==> config.mk <==
export PLATFORM = sky130hd
export DESIGN_NAME = results_drain
export DESIGN_NICKNAME = d
export VERILOG_FILES = /design/src/rtl/results_drain_pkg.sv /design/src/rtl/results_drain_fifo.sv /design/src/rtl/results_drain.sv
export SDC_FILE = /design/constraint.sdc
export NUM_CORES = 1
export LEC_CHECK = 0
export ABC_AREA = 1
export CAP_MARGIN = 20
export CORE_MARGIN = 5
export CORE_UTILIZATION = 40
export CTS_CLUSTER_DIAMETER = 150
export DETAILED_ROUTE_END_ITERATION = 6
export GPL_ROUTABILITY_DRIVEN = 0
export PLACE_DENSITY = 0.73
export SETUP_SLACK_MARGIN = 0.02
export SLEW_MARGIN = 20
export SYNTH_ARGS = -nofsm -noshare
export SYNTH_HDL_FRONTEND = slang
export SYNTH_SLANG_ARGS = --single-unit
==> constraint.sdc <==
create_clock -name clk -period 7.05 [get_ports clk]
set_input_delay 2.115 -clock clk [delete_from_list [all_inputs] [get_ports clk]]
set_output_delay 2.115 -clock clk [all_outputs]
set_load 0.02 [all_outputs]
==> src/rtl/results_drain_pkg.sv <==
// Shared types and default sizes for the results-buffer drain controller.
package results_drain_pkg;

    localparam int LANE_W          = 20;
    localparam int DEF_ADDRESSSIZE = 10;
    localparam int DEF_WORDSIZE    = 8 * LANE_W;

    typedef enum logic [1:0] {
        ST_IDLE  = 2'd0,
        ST_READ  = 2'd1,
        ST_CLEAR = 2'd2,
        ST_FLUSH = 2'd3
    } state_t;

endpackage

==> src/rtl/results_drain_fifo.sv <==
// Two-entry output buffer for drained result words plus their last-beat flag.
module results_drain_fifo
    import results_drain_pkg::*;
#(
    parameter int WORDSIZE = DEF_WORDSIZE
) (
    input  logic                clk,
    input  logic                rst,
    input  logic                push,
    input  logic [WORDSIZE-1:0] push_data,
    input  logic                push_last,
    input  logic                pop,
    output logic [WORDSIZE-1:0] pop_data,
    output logic                pop_last,
    output logic                valid,
    output logic [1:0]          occupancy
);

    logic [WORDSIZE-1:0] data_q [2];
    logic                last_q [2];
    logic                wr_ptr_q;
    logic                rd_ptr_q;
    logic [1:0]          occ_q;

    always_ff @(posedge clk or posedge rst) begin
        if (rst) begin
            wr_ptr_q <= 1'b0;
            rd_ptr_q <= 1'b0;
            occ_q    <= 2'd0;
        end else begin
            if (push) wr_ptr_q <= ~wr_ptr_q;
            if (pop)  rd_ptr_q <= ~rd_ptr_q;
            occ_q <= occ_q + {1'b0, push} - {1'b0, pop};
        end
    end

    // Storage is not reset; the head is masked to zero whenever the buffer is empty.
    always_ff @(posedge clk) begin
        if (push) begin
            data_q[wr_ptr_q] <= push_data;
            last_q[wr_ptr_q] <= push_last;
        end
    end

    assign valid     = (occ_q != 2'd0);
    assign occupancy = occ_q;
    assign pop_data  = valid ? data_q[rd_ptr_q] : '0;
    assign pop_last  = valid & last_q[rd_ptr_q];

endmodule

==> src/rtl/results_drain.sv <==
// Streams a contiguous range of results-SRAM words to a valid/ready consumer.
// Define RESULTS_DRAIN_CLEAR_EN to zero each location right after it is read.
module results_drain
    import results_drain_pkg::*;
#(
    parameter int ADDRESSSIZE = DEF_ADDRESSSIZE,
    parameter int WORDSIZE    = DEF_WORDSIZE
) (
    input  logic                   clk,
    input  logic                   rst,
    input  logic                   start,
    input  logic [ADDRESSSIZE-1:0] base_addr,
    input  logic [ADDRESSSIZE:0]   count,
    output logic                   busy,
    output logic                   done,
    output logic                   mem_write_enable,
    output logic [ADDRESSSIZE-1:0] mem_address,
    output logic [WORDSIZE-1:0]    mem_wdata,
    input  logic [WORDSIZE-1:0]    mem_rdata,
    output logic                   out_valid,
    input  logic                   out_ready,
    output logic [WORDSIZE-1:0]    out_data,
    output logic                   out_last
);

    state_t                 state_q, state_d;
    logic [ADDRESSSIZE-1:0] base_q;
    logic [ADDRESSSIZE-1:0] addr_q;
    logic [ADDRESSSIZE:0]   count_q;
    logic [ADDRESSSIZE:0]   issue_q;
    logic [ADDRESSSIZE:0]   issue_nxt;
    logic                   inflight_q;
    logic                   inflight_last_q;
    logic                   done_q;
    logic                   issue;
    logic                   fifo_pop;
    logic                   fifo_last;
    logic [1:0]             occ;
    logic [2:0]             level;

    assign issue_nxt = issue_q + {{ADDRESSSIZE{1'b0}}, 1'b1};
    assign fifo_pop  = out_valid & out_ready;
    // Words that will sit in the buffer once this cycle's capture and pop settle.
    assign level     = {1'b0, occ} + {2'b00, inflight_q} - {2'b00, fifo_pop};

    always_ff @(posedge clk or posedge rst) begin
        if (rst) state_q <= ST_IDLE;
        else     state_q <= state_d;
    end

    always_comb begin
        state_d          = state_q;
        issue            = 1'b0;
        mem_address      = addr_q;
        mem_write_enable = 1'b0;
        case (state_q)
            ST_IDLE: begin
                if (start && (count != '0)) state_d = ST_READ;
            end
            ST_READ: begin
                if ((issue_q < count_q) && (level < 3'd2)) begin
                    issue       = 1'b1;
                    mem_address = base_q + issue_q[ADDRESSSIZE-1:0];
`ifdef RESULTS_DRAIN_CLEAR_EN
                    state_d     = ST_CLEAR;
`else
                    if (issue_nxt == count_q) state_d = ST_FLUSH;
`endif
                end
            end
`ifdef RESULTS_DRAIN_CLEAR_EN
            // Re-drive the address just read; the SRAM keeps data_out stable during the write.
            ST_CLEAR: begin
                mem_write_enable = 1'b1;
                state_d          = (issue_q == count_q) ? ST_FLUSH : ST_READ;
            end
`endif
            ST_FLUSH: begin
                if (fifo_pop && fifo_last) state_d = ST_IDLE;
            end
            default: state_d = ST_IDLE;
        endcase
    end

    always_ff @(posedge clk or posedge rst) begin
        if (rst) begin
            base_q          <= '0;
            addr_q          <= '0;
            count_q         <= '0;
            issue_q         <= '0;
            inflight_q      <= 1'b0;
            inflight_last_q <= 1'b0;
            done_q          <= 1'b0;
        end else begin
            done_q          <= 1'b0;
            inflight_q      <= issue;
            inflight_last_q <= issue && (issue_nxt == count_q);
            if (state_q == ST_IDLE && start) begin
                base_q  <= base_addr;
                count_q <= count;
                issue_q <= '0;
                done_q  <= (count == '0);
            end
            if (issue) begin
                issue_q <= issue_nxt;
                addr_q  <= mem_address;
            end
            if (state_q == ST_FLUSH && fifo_pop && fifo_last) done_q <= 1'b1;
        end
    end

    results_drain_fifo #(
        .WORDSIZE (WORDSIZE)
    ) u_fifo (
        .clk       (clk),
        .rst       (rst),
        .push      (inflight_q),
        .push_data (mem_rdata),
        .push_last (inflight_last_q),
        .pop       (fifo_pop),
        .pop_data  (out_data),
        .pop_last  (fifo_last),
        .valid     (out_valid),
        .occupancy (occ)
    );

    assign out_last  = fifo_last;
    assign busy      = (state_q != ST_IDLE);
    assign done      = done_q;
    assign mem_wdata = '0;

endmodule

==> results of run 1 <==
## cell families (layout without fill, tap and decap cells)
logic type | after synthesis | in the layout | synth area share
AOI/OAI and AO/OA | 211 | 211 | 0.0686
xor gates and xnor gates | 12 | 12 | 0.00643
adders and majority gates | 24 | 24 | 0.0193
buffers and inverters | 264 | 495 | 0.100
DFF | 373 | 373 | 0.669
muxes | 11 | 11 | 0.00757
other | 1 | 164 | 0.000229
and+or+nand+nor | 520 | 520 | 0.128
## synthesized netlist by cell type, types with 3 or more instances
master / number
edfxtp_1: 322
dfrtp_1: 51
o21ai_0: 9
buf_6: 3
xor2_1: 7
buf_1: 11
nand3_1: 46
a21oi_1: 182
nand4_1: 4
nor2_1: 35
mux2_2: 11
xnor2_1: 5
nand2_1: 418
buf_2: 15
buf_4: 162
nand2_4: 5
inv_1: 41
clkbuf_1: 30
o21ai_2: 12
ha_1: 22
## area by class of cell
class	count	area, sq um	area share
multi-input combinational	939	4390	0.207
antenna	3	7.51	0.000354
clock buffer	54	1080	0.0511
clock inverter	19	195	0.00920
inverter	43	169	0.00796
tap	532	666	0.0314
timing repair buffer	379	3750	0.177
sequential	373	10900	0.516
## state kept, by name (all words and copies together), names as in the netlist, 2 cells and up
register	flops
u_fifo.last_q	2
count_q	11
u_fifo.occupancy	2
addr_q	10
u_fifo.data_q	320
issue_q	11
base_q	10
state_q	2
## power breakdown
group	total, mW	internal, mW	leakage (nW)	switching (mW)
Sequential	3.16	2.97	3.59	0.190
Clock	2.04	1.20	0.622	0.844
Combinational	4.31	1.61	4.07	2.71
Total	9.52	5.78	8.28	3.74
## metal layers
| metal | vias to the layer above | wire length (um) | GRT usage | part of all wire |
|---|---|---|---|---|
| met3 | 96 | 3280 | 0.0453 | 0.076 |
| li1 | 5249 | - | - | - |
| met1 | 5309 | 15900 | 0.211 | 0.37 |
| met5 | - | 27 | 0 | 0.00063 |
| met4 | 4 | 1750 | 0.0813 | 0.041 |
| met2 | 492 | 22100 | 0.316 | 0.51 |
## worst max-delay path, stage by stage
cell	delay, ns
clkdlybuf4s50_1	0.50
nand3_1	0.12
o21ai_1	0.11
ha_2	0.19
fa_1	0.45
nor3b_2	0.21
nand4_1	0.15
nor2_4	0.14
inv_2	0.08
buf_12	0.16
nor2_1	0.14
nor2_1	0.05
dlygate4sd2_1	0.31
## cell usage in the layout (no fill, tap or decap), drive strengths merged, types with 22 or more instances in the layout
| cell type | netlist | layout |
|---|---|---|
| a21oi | 182 | 182 |
| conb | 1 | 161 |
| clkbuf | 30 | 54 |
| inv | 43 | 46 |
| nand3 | 46 | 46 |
| nand2 | 424 | 424 |
| ha | 22 | 22 |
| clkdlybuf4s50 | 0 | 348 |
| edfxtp | 322 | 322 |
| nor2 | 38 | 38 |
| dfrtp | 51 | 51 |
## worst max-delay path by stage
stage                     startpoint        endpoint  slack [ns]  cells after the start
after floorplan            out_ready  mem_address[2]        1.01                     10
after global placement     out_ready  mem_address[7]        0.06                     12
after detailed placement   out_ready  mem_address[3]       -0.03                     12
after CTS                  out_ready  mem_address[9]        0.17                     13
after global routing       out_ready  mem_address[9]        0.03                     13
final                      out_ready  mem_address[9]        0.21                     13
## metrics by stage
step	setup WS (ns)	instance area, sq um	hold WS, ns
floorplan	1.01	17000	0.420
global route	0.0317	21200	0.453
global placement	0.0645	19900	0.421
detailed placement	-0.0262	19900	0.429
CTS	0.168	21200	0.446
finish	0.209	21200	0.445
## timing repair
item,CTS,global route
resized for setup,10,2
setup endpoints to repair,10,1
pin swaps,0,2
==> impl_metrics.ini, run 1 <==
[cts]
cts.sinks = 373
cts_max_level = 2
cts_buffers = 40
cts_root_buf = clkbuf_16
tritoncts = done
postCtsHoldBufs = 0
clk_latency_ns = 0.54
clockBufferDepth = 3
postCtsSetupBuffers = 0
clk_pin_slew_ns = 0.06

[worst_setup_path]
cp.required_ns = 4.93
cp_max_fo = 16
critPathKind = in2out
r2r-start = u_fifo.rd_ptr_q$_DFFE_PP0P_
end_kind = output pin
crit-reg2reg-capture = state_q[0]$_DFFE_PP0P_
cp.arrival_ns = 4.73
r2r_slack_ns = 4.28
startpoint_type = input port
rr_worst_depth = 8

[logic_synthesis]
synthArstFlopShare = 0.137
synth_area_sq_um = 16400
synth_cells = 1416
synth_edf_count = 322
synth_top_cell_by_area = edfxtp_1
yosysWarningCount = 0
synth.area.top_cells = edfxtp_1 59%, nand2_1 9.6%, dfrtp_1 7.8%, buf_4 7.4%, a21oi_1 5.6%
synth-seq-cells = 373
ys.flop_type = edfxtp_1
ys_seq_area_frac = 0.669
postSynthAreaPerCell_sq_um = 11.5
synth_top_area_share = 0.591
synth_cell_types = 37

[place]
dp_hpwl_um = 29200
placed_cells = 2266
io_buffers = 358

[power_and_ir_drop]
ir_drop_v = 0.000315
total_power_mw = 9.52
p_leak_nw = 8.28
p_per_area_nw_per_um2 = 449

[floorplan]
die_height_um = 212
dieArea_sq_um = 45000
design.portCount = 520
core_area_sq_um = 40600
die_x_um = 212
num_rows = 74
start_util = 0.402

[routing]
antenna_left = 0
drc = 0
finalWirelength_um = 43000
viasPerCell = 4.76
via_count = 11200
dr.pass1.iters = 5
drt_iter0_markers = 762
routedWlPerCell_um = 18.4

[cells_and_area]
fillers = 3453
syn2layout_area_growth_pct = 29.7
nNetsFinal = 1985
drive_gt1_frac = 0.0675
fin_cells = 2342
utilization = 0.522

[grt]
grt_first_pass_wirelength_um = 62700
grtUsageTotal = 0.181
first_global_vias = 11000
antenna_found_initial = 9
grt_max_degree = 90
overflow = 0

[timing]
fin_setup_tns_ns = 0
grt_setup_unrepaired = no
slew_viol_final = 0
slew_headroom = 0.301
period_share = 0.970
fin_crit_ns = 6.84
tightest_slew_ns = 1.05
hold_viol_final = 0
fmax_mhz = 146
finClkSkew_ns = 0.0167
setup_viol = 0

[job]
cap_violations = 0

[worst_hold_path]
hp-class = reg2reg
hold_depth = 0
hold_path_startpoint = inflight_last_q$_DFF_PP0_
hold_end = u_fifo.last_q[1]$_DFFE_PP_

[run_status]
outcome = completed
No activity file was read; power rests on OpenSTA's default activity.
==> inputs of run 2 (changes only) <==
CAP_MARGIN = not set   (was 20)
==> results of run 2 <==
Same layout as run 1: the final DEF is identical, and so are final timing and power.
